$ cat config.mk
export PLATFORM = sky130hd
export DESIGN_NAME = audio_sfx_scheduler
export DESIGN_NICKNAME = d
export VERILOG_FILES = /design/src/rtl/audio_pkg.sv /design/src/rtl/audio_sat_mixer.sv /design/src/rtl/audio_sfx_scheduler.sv
export SDC_FILE = /design/constraint.sdc
export NUM_CORES = 1
export LEC_CHECK = 0
export CAP_MARGIN = 20
export CORE_MARGIN = 1
export CORE_UTILIZATION = 53
export DETAILED_ROUTE_END_ITERATION = 12
export PLACE_DENSITY = 0.8
export SLEW_MARGIN = 20
export SYNTH_ARGS = -nofsm -noshare
export SYNTH_HDL_FRONTEND = slang
export SYNTH_SLANG_ARGS = --single-unit
export TNS_END_PERCENT = 5
$ cat constraint.sdc
create_clock -name clk_i -period 4.65 [get_ports clk_i]
set_clock_uncertainty 0.05 [all_clocks]
set_input_delay 0.93 -clock clk_i [delete_from_list [all_inputs] [get_ports clk_i]]
set_output_delay 0.93 -clock clk_i [all_outputs]
set_load 0.02 [all_outputs]
$ cat src/rtl/audio_pkg.sv
// rtl/audio_pkg.sv - shared types and helpers for the SFX scheduler and mixer
package audio_pkg;

  localparam int SAMPLE_W = 16;
  localparam int PRIO_MAX = 8;

  typedef enum logic [1:0] {IDLE, PRIME, PLAY} state_e;

  // Overflow is visible as disagreement between the two top bits of the 17-bit sum.
  function automatic logic signed [SAMPLE_W-1:0] sat16(input logic signed [SAMPLE_W:0] s);
    if (s[SAMPLE_W] != s[SAMPLE_W-1])
      return s[SAMPLE_W] ? {1'b1, {(SAMPLE_W-1){1'b0}}} : {1'b0, {(SAMPLE_W-1){1'b1}}};
    return s[SAMPLE_W-1:0];
  endfunction

  function automatic int prio_enc(input logic [PRIO_MAX-1:0] v);
    int r;
    r = 0;
    for (int i = PRIO_MAX - 1; i >= 0; i--) begin
      if (v[i]) r = i;
    end
    return r;
  endfunction

endpackage

$ cat src/rtl/audio_sat_mixer.sv
// rtl/audio_sat_mixer.sv - combinational BGM duck plus saturating add of one voice
module audio_sat_mixer
  import audio_pkg::*;
#(
  parameter int DUCK_SHIFT = 2
) (
  input  logic                       duck_i,
  input  logic                       bgm_en_i,
  input  logic signed [SAMPLE_W-1:0] bgm_i,
  input  logic signed [SAMPLE_W-1:0] sfx_i,
  output logic signed [SAMPLE_W-1:0] mix_o
);

  logic signed [SAMPLE_W-1:0] bgm_eff;
  logic signed [SAMPLE_W:0]   sum;

  always_comb begin
    bgm_eff = '0;
    if (bgm_en_i) bgm_eff = duck_i ? (bgm_i >>> DUCK_SHIFT) : bgm_i;
    sum   = {bgm_eff[SAMPLE_W-1], bgm_eff} + {sfx_i[SAMPLE_W-1], sfx_i};
    mix_o = sat16(sum);
  end

endmodule

$ cat src/rtl/audio_sfx_scheduler.sv
// rtl/audio_sfx_scheduler.sv - priority SFX request latch, ROM walker and BGM mixer
module audio_sfx_scheduler
  import audio_pkg::*;
#(
  parameter int N_SFX      = 4,
  parameter int ID_W       = 2,
  parameter int LEN_W      = 12,
  parameter int SFX_LEN    = 4000,
  parameter int DUCK_SHIFT = 2
) (
  input  logic                       clk_i,
  input  logic                       rst_i,
  input  logic                       sample_tick_i,
  input  logic                       bgm_en_i,
  input  logic signed [SAMPLE_W-1:0] bgm_sample_i,
  input  logic [N_SFX-1:0]           sfx_req_i,
  output logic [ID_W+LEN_W-1:0]      rom_addr_o,
  input  logic signed [SAMPLE_W-1:0] rom_data_i,
  output logic signed [SAMPLE_W-1:0] mix_out_o,
  output logic                       sfx_busy_o,
  output logic [ID_W-1:0]            sfx_id_o
);

  state_e                     state_q;
  logic [N_SFX-1:0]           pending_q, pending_d, grant_mask;
  logic [ID_W-1:0]            grant_id, sfx_id_q;
  logic [LEN_W-1:0]           idx_q;
  logic [ID_W+LEN_W-1:0]      addr_q, addr_d;
  logic signed [SAMPLE_W-1:0] hold_q, mix_q, mix_w, sfx_w;
  logic                       busy_q, any_pend, is_last, play_tick, do_grant, do_step;

  always_comb begin
    any_pend   = |pending_q;
    grant_id   = ID_W'(prio_enc(PRIO_MAX'(pending_q)));
    is_last    = (idx_q == LEN_W'(SFX_LEN - 1));
    play_tick  = (state_q == PLAY) && sample_tick_i;
    do_grant   = any_pend && ((state_q == IDLE) ||
                 (play_tick && ((grant_id <= sfx_id_q) || is_last)));
    do_step    = play_tick && !do_grant && !is_last;
    grant_mask = '0;
    if (do_grant) grant_mask[grant_id] = 1'b1;
    pending_d  = (pending_q & ~grant_mask) | sfx_req_i;
    // The ROM sees the next address so its registered output is ready during PRIME.
    addr_d = addr_q;
    if (rst_i)        addr_d = '0;
    else if (do_grant) addr_d = {grant_id, LEN_W'(0)};
    else if (do_step)  addr_d = {sfx_id_q, idx_q + LEN_W'(1)};
    sfx_w = (state_q == PLAY) ? hold_q : '0;
  end

  audio_sat_mixer #(.DUCK_SHIFT(DUCK_SHIFT)) u_mixer (
    .duck_i   (state_q == PLAY),
    .bgm_en_i (bgm_en_i),
    .bgm_i    (bgm_sample_i),
    .sfx_i    (sfx_w),
    .mix_o    (mix_w)
  );

  always_ff @(posedge clk_i) begin
    if (rst_i) begin
      state_q   <= IDLE;
      pending_q <= '0;
      idx_q     <= '0;
      hold_q    <= '0;
      mix_q     <= '0;
      addr_q    <= '0;
      busy_q    <= 1'b0;
      sfx_id_q  <= '0;
    end else begin
      pending_q <= pending_d;
      addr_q    <= addr_d;
      if (sample_tick_i && state_q != PRIME) mix_q <= mix_w;
      case (state_q)
        IDLE: begin
          if (do_grant) begin
            sfx_id_q <= grant_id;
            idx_q    <= '0;
            busy_q   <= 1'b1;
            state_q  <= PRIME;
          end
        end
        PRIME: begin
          hold_q  <= rom_data_i;
          state_q <= PLAY;
        end
        PLAY: begin
          if (do_grant) begin
            sfx_id_q <= grant_id;
            idx_q    <= '0;
            state_q  <= PRIME;
          end else if (do_step) begin
            idx_q   <= idx_q + LEN_W'(1);
            state_q <= PRIME;
          end else if (sample_tick_i) begin
            busy_q  <= 1'b0;
            state_q <= IDLE;
          end
        end
        default: state_q <= IDLE;
      endcase
    end
  end

  assign rom_addr_o = addr_d;
  assign mix_out_o  = mix_q;
  assign sfx_busy_o = busy_q;
  assign sfx_id_o   = sfx_id_q;

endmodule

# Word level (Yosys, flattened, before mapping)

Index checks and enable logic that the tools add are counted.
W data, S select, Z words.

Bits in registers: 67
Output and inout bits: 33
Logic and storage cells: 77

Add/subtract/negate cells: 2
Order comparisons: 3
Equal/unequal tests: 11
Muxes and demuxes: 31
Bitwise gates (word level): 3
Reductions and logical operators: 19

Operator list:

| cell                    | number |
|---|---|
| $mux W16                | 5 |
| $mux W14                | 3 |
| $mux W12                | 3 |
| $pmux W12 S2            | 1 |
| $add A16 B16 Y17        | 1 |
| $mux W2                 | 8 |
| $mux W15                | 1 |
| $add A12 B1 Y12 const B | 1 |
| $eq A12 B12 Y1 const B  | 1 |
| $ne A2 B2 Y1 const B    | 4 |
| $logic_and A1 B1 Y1     | 7 |
| $mux W1                 | 6 |
| $pmux W2 S3             | 1 |
| $reduce_and A5 Y1       | 1 |
| $and A4 B4 Y4           | 1 |
| $mux W4                 | 1 |
| $ne A4 B4 Y1 const B    | 1 |
| $not A4 Y4              | 1 |
| $or A4 B4 Y4            | 1 |
| $reduce_and A2 Y1       | 2 |
| $reduce_or A4 Y1        | 1 |
| $lt A2 B3 Y1 const B    | 1 |
| $ne A3 B3 Y1 const B    | 1 |
| $reduce_and A3 Y1       | 1 |
| other kinds (13)        | 15 |

# Logic depth before layout (Yosys ltp)

Gate-level depths: netlist of the first run.

Depth in word-level cells: 15
Gate-level depth with buffers: 16
Gate-level depth less buffers: 13

# Hierarchy

From an unflattened synthesis of the first run, not the netlist that was laid out.

Cell total of the unflattened synthesis: 530
Area, all modules: 4284.1 um^2

Modules (own cells, without submodules):

| module              | instances | cells an instance | area each (um^2) |
|---|---|---|---|
| audio_sfx_scheduler | 1         | 379               | 3047.9 |
| audio_sat_mixer     | 1         | 151               | 1236.2 |

# Worst setup path before layout of the first run

Ideal clock, no wire load.

Path type: input -> register
Start point: input port bgm_en_i
End point: register mix_q[10], in the netlist mix_out_o[10]
Library setup time: 0.070 ns
Arrival: 3.508 ns
Required time: 4.530 ns
Path slack: 1.022 ns
Stages: 13
Path buffers: 2
Cells stage by stage: clkbuf_1 a21boi_0 ha_1 inv_1 fa_1 nor2b_1 o211ai_1 a21o_1 o21ai_1 a41oi_1 buf_2 maj3_1 a21oi_1

Longest elaborated chain between the ends: 5
Elaborated cells between the ends (all ways): 7

RTL lines:

| what                                            | line                             | RTL |
|---|---|---|
| start, declared                                 | audio_sfx_scheduler.sv:14        | `input logic bgm_en_i,` |
| $mux W16 *                                      | audio_sat_mixer.sv:19            | `if (bgm_en_i) bgm_eff = duck_i ? (bgm_i >>> DUCK_SHIFT) : bgm_i;` |
| $add A16 B16 Y17 *                              | audio_sat_mixer.sv:20            | `sum = {bgm_eff[SAMPLE_W-1], bgm_eff} + {sfx_i[SAMPLE_W-1], sfx_i};` |
| $mux W16 / $ne A1 B1 Y1 (equally long branches) | audio_pkg.sv:12, audio_pkg.sv:11 |  |
| $mux W16 / $mux W1 (equally long branches)      | audio_pkg.sv:11                  | `if (s[SAMPLE_W] != s[SAMPLE_W-1])` |
| $mux W16 *                                      | audio_pkg.sv:13                  | `return s[SAMPLE_W-1:0];` |
| end signal, assigned                            | audio_sfx_scheduler.sv:72        | `if (sample_tick_i && state_q != PRIME) mix_q <= mix_w;` |
| end, declared                                   | audio_sfx_scheduler.sv:29        | `logic signed [SAMPLE_W-1:0] hold_q, mix_q, mix_w, sfx_w;` |

Mark *: on every way between the ends. The rest lies on a longest branch, timed or not. The select of a mux whose other input is x is not followed.
A chain may end at the register's enable or synchronous reset.

# Worst setup path after layout of the first run

Start point: input port sample_tick_i
End point: output port rom_addr_o[5]

Longest elaborated chain between the ends: 10

RTL lines:

| what                             | line                      | RTL |
|---|---|---|
| start, declared                  | audio_sfx_scheduler.sv:13 | `input logic sample_tick_i,` |
| $logic_and A1 B1 Y1 *            | audio_sfx_scheduler.sv:36 | `play_tick = (state_q == PLAY) && sample_tick_i;` |
| $logic_and A1 B1 Y1              | audio_sfx_scheduler.sv:38 | `(play_tick && ((grant_id <= sfx_id_q) \|\| is_last)));` |
| $logic_or A1 B1 Y1               | audio_sfx_scheduler.sv:37 | `do_grant = any_pend && ((state_q == IDLE) \|\|` |
| $logic_and A1 B1 Y1              | audio_sfx_scheduler.sv:37 |  |
| $logic_not A1 Y1                 | audio_sfx_scheduler.sv:39 | `do_step = play_tick && !do_grant && !is_last;` |
| $logic_and A1 B1 Y1 (2 in a row) | audio_sfx_scheduler.sv:39 |  |
| $mux W14                         | audio_sfx_scheduler.sv:47 | `else if (do_step) addr_d = {sfx_id_q, idx_q + LEN_W'(1)};` |
| $mux W14 *                       | audio_sfx_scheduler.sv:46 | `else if (do_grant) addr_d = {grant_id, LEN_W'(0)};` |
| $mux W14 *                       | audio_sfx_scheduler.sv:45 | `if (rst_i) addr_d = '0;` |
| end, declared                    | audio_sfx_scheduler.sv:17 | `output logic [ID_W+LEN_W-1:0] rom_addr_o,` |

Mark *: on every way between the ends. The rest lies on a longest branch, timed or not.

==> run_results.csv, run 1 <==
group,metric,value,unit
timing,post-route-period-util,91.8,%
synthesis,yosysMostFrequentCell,"nand2_1",
route,wl_per_cell,12.8,µm
clock_network,cts_resized,0,
cells_and_area,final_area,5070,µm²
clock_network,cts_buffers,9,
global_routing,first_global_vias,3250,
worst_setup_path,critPathCaptureType,"output port",
worst_setup_path,rr_endpoint,"mix_out_o[5]",
synthesis,yosysUniqueCellTypes,51,
worst_setup_path,cp-start-kind,"input pin",
die,initial_core_util,55.9,%
timing,max_freq,234,MHz
worst_hold_path,min_to,"hold_q[11]",
synthesis,synth_cells,524,
route,routed_wl,8750,µm
worst_setup_path,cp_cell_sequence,"clkdlybuf4s50_1 > nand2_1 > o21bai_1 > a21o_1 > and2_4 > nor2_1 > a211oi_1 > clkdlybuf4s50_1",
synthesis,synth_seq_cells,67,
clock_network,cts_sinks,67,
worst_setup_path,crit_slowest_cell,"clkdlybuf4s50_1",
synthesis,avgSynthCellArea,7.87,µm²
worst_setup_path,r2r_slack,1.07,ns
global_routing,grt_max_degree,37,
timing,worst_pin_slew,0.859,ns
synthesis,async_flop_share,0,%
die,coreArea,7370,µm²
clock_network,htreeDepth,3,
clock_network,clockRootBuffer,"clkbuf_8",
cells_and_area,antenna_cells,0,
power,power,0.00154,W
timing,setup_tns,0,ns
cells_and_area,final_nets,641,
synthesis,netlist_top_cells_area,"dfxtp_1 33%, nand2_1 8.0%, a21oi_1 6.2%, ha_1 5.8%, a211oi_1 3.8%",
worst_setup_path,crit_top_cell,"clkdlybuf4s50_1",
timing,drv_slew,0,
placement,globalplace.congestion,0.874,
clock_network,hold_buffers,0,
worst_setup_path,path_class,"in2out",
flow_run,maxCapViolations,0,
global_routing,grt.total_usage,22.6,%
global_routing,antenna_found_initial,0,
cells_and_area,drive_above_1_share,5.47,%
die,rows,31,
power,peakVddDrop,0.000186,V
synthesis,syn_nets,584,
global_routing,grt_pass1_wl,15000,µm
placement,dp_hpwl,6620,µm
synthesis,ys_seq_area_share,32.5,%
cells_and_area,area_delta_synth_final,23.0,%
worst_hold_path,min_path_type,"reg2reg",
worst_setup_path,rr_worst_depth,14,
route,post-route-drc-count,0,
placement,port_buffers,72,
worst_setup_path,cpPeakStageDelay,0.63,ns
global_routing,grt-ovfl-total,0,
clock_network,clock_path_buffers,2,
route,via_per_inst,5.34,
die,die_height,90.2,µm
cells_and_area,n_fill_cell,609,
synthesis,yosysWarnings,0,
clock_network,clk_latency,0.35,ns
clock_network,postCtsSetupRepairBufs,0,
route,drt_iter0_drc,321,
synthesis,synth_top_area_share,32.5,%
timing,maxSlewHeadroom,42.7,%
route,first_pass_iters,5,
worst_hold_path,hold-path-cell-count,2,
synthesis,syn-cell-area,4120,µm²
synthesis,synth_common_cells,"88 x nand2_1, 67 x dfxtp_1, 51 x a21oi_1",
die,die_w,90.2,µm
die,ios,73,
timing,rsz0062_at_grt,"false",
clock_network,clk_pin_slew,0.07,ns
synthesis,synth_ff_type,"dfxtp_1",
clock_network,tritoncts,"done",
power,p_leak,1.98,nW
worst_hold_path,worstHoldStart,"hold_q[11]",
worst_setup_path,cp_data_arrival_time,3.29,ns
worst_setup_path,worstPathMaxFanout,23,
placement,dpl_cell_area,4860,µm²
worst_setup_path,r2r-start,"state_q[0]",
timing,setup_viol,0,
outcome,outcome,"finished, final reports clean",
timing,hold_violations,0,
power,powerDensity,304,nW/µm²
route,via_count,3652,
die,dieArea,8140,µm²
worst_setup_path,cp.required,3.67,ns
route,drtAntennaViolNets,0,
synthesis,synth-edff-count,0,
synthesis,yosysTopAreaCell,"dfxtp_1",
timing,finalCriticalPeriod,4.27,ns
[final cells by class]
type | instances | area, µm² | share of cell area (%)
multi-input combinational | 411 | 2570 | 50.6
inverter | 12 | 45.0 | 0.888
clock inverter | 6 | 90.1 | 1.78
tap | 99 | 124 | 2.44
timing repair buffer | 80 | 781 | 15.4
sequential | 67 | 1340 | 26.4
clock buffer | 9 | 124 | 2.44
[metal layers]
metal	global-route usage (%)	up-vias	wire length, µm
li1	-	1937	-
met1	33.3	1610	4450
met2	32.4	94	3760
met3	3.30	11	420
met4	9.68	0	124
met5	0	-	0
[layout by cell type, fill, tap and decap left out, drive strengths merged, types with 4 or more instances in the layout]
cell,instances
a211oi,21
a21boi,14
a21o,10
a21oi,51
a31oi,6
and2,20
and3,5
buf,8
clkbuf,9
clkdlybuf4s50,72
dfxtp,67
ha,19
inv,13
maj3,15
mux2i,4
nand2,88
nand2b,6
nand3,6
nor2,42
nor2b,6
nor3,5
o21ai,24
or2,4
xnor2,15
xor2,18
[sequential cells by signal, summed over array words and instances, names as in the netlist]
signal      cells
addr_q         14
pending_q       4
mix_out_o      16
sfx_id_o        2
idx_q          12
hold_q         16
state_q         2
sfx_busy_o      1
[stage by stage]
stage	util, %	worst slack [ns]	std cells	hold slack (ns)
floorplan	-	1.02	524	0.382
global placement	65.9	0.425	669	0.389
detailed placement	65.9	0.332	669	0.395
CTS	68.8	0.371	684	0.406
global route	68.8	0.194	684	0.425
finish	68.8	0.379	684	0.405
[power breakdown]
group | internal [W] | leakage [nW] | switching (W)
Combinational | 0.000167 | 1.33 | 0.000204
Clock | 0.000301 | 0.106 | 0.000227
Sequential | 0.000617 | 0.548 | 0.0000244
Total | 0.00108 | 1.98 | 0.000456
[worst max-delay path by stage]
stage                        startpoint             to  slack (ns)  cells after the start
after CTS                 sample_tick_i  rom_addr_o[2]        0.37                      8
after floorplan                bgm_en_i  mix_out_o[10]        1.02                     13
after detailed placement       bgm_en_i   mix_out_o[1]        0.33                     12
final                     sample_tick_i  rom_addr_o[5]        0.38                      8
after global routing           idx_q[0]  rom_addr_o[2]        0.19                      8
after global placement         bgm_en_i   mix_out_o[2]        0.42                     12
[cells by family after synthesis]
kind of cell	count (synthesis)	share of synthesized area (%)
mux	4	0.971
fa+ha+maj	35	9.92
xor+xnor	33	7.01
flops	67	32.5
simple gates	194	21.9
buf+inv	46	5.25
compound gates	145	22.4
[worst max-delay path, delay by kind of cell]
| kind | cells | cell delay (ns) |
|---|---|---|
| AOI/OAI and AO/OA | 3 | 0.64 |
| buffers and inverters | 2 | 1.09 |
| and+or+nand+nor | 3 | 0.61 |
(Power assumes the default switching activity.)
==> run 2: changes to the inputs <==
- CAP_MARGIN: 20 -> not set
- CORE_UTILIZATION: 53 -> 54
- PLACE_DENSITY: 0.8 -> 0.81
- SYNTH_HIERARCHICAL: not set -> 1
==> run 2 against run 1 <==
Maximum frequency down 1.3%. Global-route usage up 2.4 points. Sequential share of layout area down 0.97 points. Non-clock buffer count up 4. Area after synthesis up 3.9%. Register-to-register slack worse by 0.26 ns. Highest routed layer unchanged. Worst setup slack worse by 0.054 ns. Critical path type is now reg2out. Critical path depth up 2. Clock power down 7.0%. Routed wire length up 13%. Largest cell class unchanged. Sequential cell count unchanged.
==> run_results.csv, run 2 <==
group,metric,value,unit
outcome,outcome,"finished, final reports clean",
route,wl_per_cell,14.1,µm
die,initial_core_util,55.7,%
synthesis,yosysUniqueCellTypes,62,
synthesis,synth_ff_type,"dfxtp_1",
clock_network,clock_path_buffers,2,
power,p_leak,2.01,nW
synthesis,netlist_top_cells_area,"dfxtp_1 31%, nand2_1 7.4%, a21oi_1 6.8%, ha_1 5.5%, mux2i_1 4.4%",
clock_network,htreeDepth,3,
placement,dp_hpwl,7410,µm
clock_network,cts_sinks,67,
route,routed_wl,9920,µm
worst_hold_path,worstHoldStart,"hold_q[11]",
clock_network,tritoncts,"done",
worst_setup_path,rr_worst_depth,15,
synthesis,synth_common_cells,"85 x nand2_1, 67 x dfxtp_1, 58 x a21oi_1",
timing,maxSlewHeadroom,34.5,%
synthesis,yosysWarnings,6,
clock_network,clk_latency,0.34,ns
synthesis,synth-edff-count,0,
cells_and_area,mostFrequentLayoutCell,"nand2_1",
synthesis,syn_nets,590,
synthesis,synth_seq_cells,67,
synthesis,synth_top_area_share,31.3,%
cells_and_area,antenna_cells,0,
synthesis,syn-cell-area,4280,µm²
clock_network,clockRootBuffer,"clkbuf_8",
power,powerDensity,285,nW/µm²
timing,setup_tns,0,ns
worst_setup_path,r2r_slack,0.81,ns
global_routing,grt_max_degree,49,
timing,drv_slew,0,
cells_and_area,area_delta_synth_final,22.9,%
worst_setup_path,cp_cell_sequence,"nor2_1 > nor3_1 > ha_1 > nor2b_1 > o21ai_0 > o31ai_4 > buf_4 > buf_4 > a211oi_1 > clkdlybuf4s50_1",
timing,finalCriticalPeriod,4.33,ns
worst_setup_path,crit_slowest_cell,"clkdlybuf4s50_1",
die,die_height,91.1,µm
synthesis,async_flop_share,0,%
synthesis,synth_cells,530,
placement,port_buffers,72,
worst_setup_path,r2r-start,"state_q[1]",
worst_setup_path,cp_data_arrival_time,3.35,ns
global_routing,grt-ovfl-total,0,
worst_setup_path,critPathCaptureType,"output port",
timing,holdWs,0.402,ns
die,ios,73,
power,pwr-share-comb,25.3,%
cells_and_area,final_nets,655,
die,coreArea,7690,µm²
cells_and_area,drive_above_1_share,10.3,%
route,via_per_inst,5.46,
route,via_count,3835,
power,switchingPower,0.000460,W
timing,post-route-period-util,93.0,%
power,power_switching_share,30.7,%
synthesis,yosysTopAreaCell,"dfxtp_1",
route,post-route-drc-count,0,
worst_setup_path,startpoint,"pending_q[3]",
route,first_pass_iters,4,
power,peakVddDrop,0.000262,V
global_routing,first_global_vias,3609,
flow_run,maxCapViolations,0,
synthesis,avgSynthCellArea,8.08,µm²
clock_network,clk_pin_slew,0.07,ns
die,dieArea,8290,µm²
global_routing,antenna_found_initial,0,
power,sequentialPowerShare,42.0,%
global_routing,grt_pass1_wl,16800,µm
worst_setup_path,path_class,"reg2out",
timing,setup_viol,0,
worst_setup_path,rr_endpoint,"mix_out_o[3]",
worst_setup_path,crit_top_cell,"buf_4",
timing,max_freq,231,MHz
worst_setup_path,cpPeakStageDelay,0.65,ns
placement,globalplace.congestion,0.908,
power,power.internal,0.00104,W
synthesis,ys_seq_area_share,31.3,%
clock_network,cts_buffers,9,
timing,rsz0062_at_grt,"false",
worst_setup_path,worstPathMaxFanout,12,
die,die_w,91.1,µm
timing,hold_violations,0,
die,rows,32,
worst_hold_path,hold-path-cell-count,2,
worst_hold_path,min_path_type,"reg2reg",
route,drt_iter0_drc,164,
route,drtAntennaViolNets,0,
synthesis,yosysMostFrequentCell,"nand2_1",
worst_setup_path,cp.required,3.67,ns
global_routing,grt.total_usage,24.9,%
worst_hold_path,min_to,"hold_q[11]",
worst_setup_path,cp-start-kind,"flip-flop",
timing,worst_pin_slew,0.979,ns
cells_and_area,layout_common_cells,"85 x nand2_1, 71 x clkdlybuf4s50_1, 67 x dfxtp_1",
power,power_frac_clock,32.7,%
[run 2: cell count changes after synthesis, moves of 7 or more]
cell / change
nor3_1: +16
mux2i_1: +15
nor2b_1: +13
o21ai_0: -13
a21boi_0: -12
a211oi_1: -9
xor2_1: -9
maj3_1: -8
maj3_2: +8
a21oi_1: +7
clkbuf_1: -7
[run 2: layout make-up]
cell class                      instances  area (µm²)
Multi-Input combinational cell        415        2720
Fill cell                             645        2420
Sequential cell                        67        1340
Timing Repair Buffer                   84         806
Clock buffer                           11         141
Tap cell                              102         128
Inverter                               18        67.6
Clock inverter                          5        60.1
[run 2: metrics by stage]
step                      instances  instance area, µm²  setup slack [ns]  power [W]  util [%]
final                           702                5270             0.325    0.00150      68.5
after CTS                       700                5250             0.153    0.00150      68.3
after floorplan                 530                4280             0.505   0.000896         -
after global routing            702                5270             0.119    0.00158      68.5
after detailed placement        684                5040             0.362    0.00101      65.5
after global placement          684                5040             0.485    0.00100      65.5
[run 2: timing repair]
item | CTS | global route
buffers inserted | 0 | 2
gates resized for setup | 1 | 0
hold buffers | 0 | 0
gates cloned | 0 | 0
endpoints found under the setup margin | 2 | 2
pin swaps | 0 | 1
[run 2: layer usage]
| layer | vias up | part of all wire, % | track usage [%] |
|---|---|---|---|
| met2 | 94 | 46 | 40.0 |
| met4 | 0 | 0.96 | 7.54 |
| li1 | 1977 | - | - |
| met1 | 1756 | 49 | 34.4 |
| met5 | - | 0 | 0 |
| met3 | 8 | 4.7 | 3.85 |
[run 2: worst max path at each step]
stage	endpoint	slack, ns	cells after the start
6_report	rom_addr_o[13]	0.32	10
5_1_grt	rom_addr_o[12]	0.12	10
4_1_cts	rom_addr_o[7]	0.15	10
3_3_place_gp	rom_addr_o[9]	0.48	7
3_5_place_dp	rom_addr_o[7]	0.36	10
2_1_floorplan	mix_out_o[6]	0.50	19
[run 2: kinds of logic after synthesis]
family | synth area share [%]
AO/OA/AOI/OAI | 19.2
XOR/XNOR | 5.49
adder cells (fa/ha/maj) | 9.78
buffers and inverters | 5.46
flip-flops | 31.3
multiplexers | 4.70
AND/OR/NAND/NOR | 24.1
[run 2: worst max-delay path: cells and delay by family, from the launching register on]
family,cells,cell delay [ns]
buffers and inverters,3,0.99
AO/OA/AOI/OAI,3,0.94
AND/OR/NAND/NOR,3,0.41
flip-flops,1,0.38
adder cells (fa/ha/maj),1,0.30
[run 2: power groups by stage]
stage	clock network, W	registers [W]	logic [W]
2_1_floorplan	0	0.000654	0.000243
3_3_place_gp	0	0.000641	0.000362
3_5_place_dp	0	0.000642	0.000369
4_1_cts	0.000501	0.000629	0.000374
5_1_grt	0.000527	0.000634	0.000419
6_report	0.000491	0.000630	0.000380
==> run 3: changes to the inputs <==
- CELL_PAD_IN_SITES_DETAIL_PLACEMENT: not set -> 1
- CELL_PAD_IN_SITES_GLOBAL_PLACEMENT: not set -> 2
- CORE_UTILIZATION: 54 -> 31
- PLACE_DENSITY: 0.81 -> not set
- PLACE_DENSITY_LB_ADDON: not set -> 0.1
==> run 3 against run 2 <==
Maximum frequency fell by 1.3%. Largest power group is now clock. Critical path type is now in2out. Worst setup slack lost 0.056 ns. Via count grew 0.55%. Largest cell class unchanged.
==> run_results.csv, run 3 (synthesis results as in run 2) <==
group,metric,value,unit
cells_and_area,n_fill_cell,1624,
die,dieArea,14300,µm²
cells_and_area,final_nets,655,
die,rows,42,
power,p_leak,2.05,nW
clock_network,clock_path_buffers,2,
placement,port_buffers,72,
route,routed_wl,11800,µm
outcome,outcome,"finished, final reports clean",
flow_run,maxCapViolations,0,
worst_setup_path,cpPeakStageDelay,0.62,ns
global_routing,antenna_found_initial,0,
global_routing,grt_pass1_wl,19800,µm
global_routing,grt_max_degree,43,
power,switchingPower,0.000486,W
route,via_count,3856,
timing,max_freq,228,MHz
route,drt_iter0_drc,104,
cells_and_area,drive_above_1_share,10.4,%
power,powerDensity,308,nW/µm²
worst_setup_path,cp_cell_sequence,"clkdlybuf4s50_1 > nand3b_1 > a31oi_4 > a21boi_4 > nand2_1 > a21oi_1 > clkdlybuf4s50_1",
cells_and_area,multiInputGateArea,2720,µm²
timing,hold_violations,0,
worst_hold_path,min_path_type,"reg2reg",
power,power_frac_clock,39.0,%
clock_network,tritoncts,"done",
timing,worst_pin_slew,0.673,ns
route,first_pass_iters,4,
clock_network,htreeDepth,3,
die,die_w,120,µm
global_routing,first_global_vias,4050,
die,die_height,120,µm
route,via_per_inst,4.98,
die,initial_core_util,32.1,%
route,wl_per_cell,15.2,µm
placement,dp_slack,0.265,ns
timing,setup_tns,0,ns
clock_network,clk_pin_slew,0.05,ns
clock_network,clk_latency,0.33,ns
die,ios,73,
power,power_switching_share,29.0,%
timing,post-route-period-util,94.2,%
worst_setup_path,cp.required,3.67,ns
timing,finalCriticalPeriod,4.38,ns
cells_and_area,area_delta_synth_final,27.2,%
worst_setup_path,cp_data_arrival_time,3.40,ns
timing,drv_slew,0,
route,post-route-drc-count,0,
worst_setup_path,crit_top_cell,"clkdlybuf4s50_1",
cells_and_area,utilization,40.8,%
die,coreArea,13300,µm²
timing,setup_viol,0,
clock_network,clockRootBuffer,"clkbuf_16",
cells_and_area,final_area,5450,µm²
worst_setup_path,worstPathMaxFanout,22,
clock_network,cts_sinks,67,
cells_and_area,seq_area,1340,µm²
placement,globalplace.congestion,0.780,
route,drtAntennaViolNets,0,
worst_setup_path,cp-start-kind,"input pin",
power,power.internal,0.00119,W
global_routing,grt.total_usage,17.4,%
timing,holdWs,0.399,ns
cells_and_area,layout_common_cells,"85 x nand2_1, 71 x clkdlybuf4s50_1, 67 x dfxtp_1",
timing,timing.final.ws_setup,0.268,ns
global_routing,grt-ovfl-total,0,
worst_setup_path,crit_slowest_cell,"clkdlybuf4s50_1",
timing,maxSlewHeadroom,55.1,%
timing,rsz0062_at_grt,"false",
placement,dpl_cell_area,5160,µm²
power,pwr-share-comb,23.4,%
placement,dp_hpwl,9100,µm
power,peakVddDrop,0.000293,V
worst_setup_path,critPathCaptureType,"output port",
worst_setup_path,path_class,"in2out",
clock_network,hold_buffers,0,
clock_network,cts_buffers,9,
cells_and_area,antenna_cells,0,
power,sequentialPowerShare,37.6,%
clock_network,postCtsSetupRepairBufs,0,
cells_and_area,mostFrequentLayoutCell,"nand2_1",
==> run 3: changes by cell type in the layout (fill, tap and decap cells not counted), sizes merged <==
cell    change
clkbuf      +2
inv         -1
clkinv      -2
bufinv      -1
==> run 3: power groups by stage <==
stage / combinational [W] / clock, W / sequential [W]
3_5_place_dp: 0.000397 / 0 / 0.000643
2_1_floorplan: 0.000243 / 0 / 0.000654
6_report: 0.000393 / 0.000655 / 0.000631
5_1_grt: 0.000434 / 0.000699 / 0.000636
4_1_cts: 0.000399 / 0.000677 / 0.000631
3_3_place_gp: 0.000390 / 0 / 0.000642
==> run 3: metrics by stage <==
step / instances / power [W]
2_1_floorplan: 530 / 0.000896
3_3_place_gp: 760 / 0.00103
3_5_place_dp: 760 / 0.00104
4_1_cts: 774 / 0.00171
5_1_grt: 774 / 0.00177
6_report: 774 / 0.00168
==> run 3: layout make-up <==
cell class,count,area share (%)
sequential,67,24.6
timing repair buffer,84,15.0
clock inverter,1,0.138
inverter,18,1.24
multi-input combinational,415,49.8
tap,176,4.04
clock buffer,13,5.14
==> run 3: timing repair <==
action / CTS / global route
endpoints found under the setup margin: 0 / 1
hold endpoints to repair: 0 / 0
gates resized for setup: 0 / 1
==> run 3: critical path, delay by kind of cell <==
kind                   cells  cell delay, ns
AO/OA/AOI/OAI              3            0.94
buffers and inverters      2            1.17
AND/OR/NAND/NOR            2            0.35
==> run 3: worst paths after layout <==
| path | startpoint | to | slack, ns | depth (start not counted) |
|---|---|---|---|---|
| worst max-delay path | sample_tick_i | rom_addr_o[9] | 0.27 | 7 |
| worst min-delay path | hold_q[6] | hold_q[6] | 0.40 | 2 |
| worst max register to register | state_q[1] | mix_out_o[0] | 0.78 | 16 |
| worst min register to register | hold_q[6] | hold_q[6] | 0.40 | 2 |
==> run 3: layer usage <==
metal  share of wire [%]  GRT usage [%]  wire length [µm]
met4                 1.3           4.77               157
met5                   0              0                 0
met2                  51           31.9              5980
met1                  45           20.4              5370
met3                 2.5           3.61               291
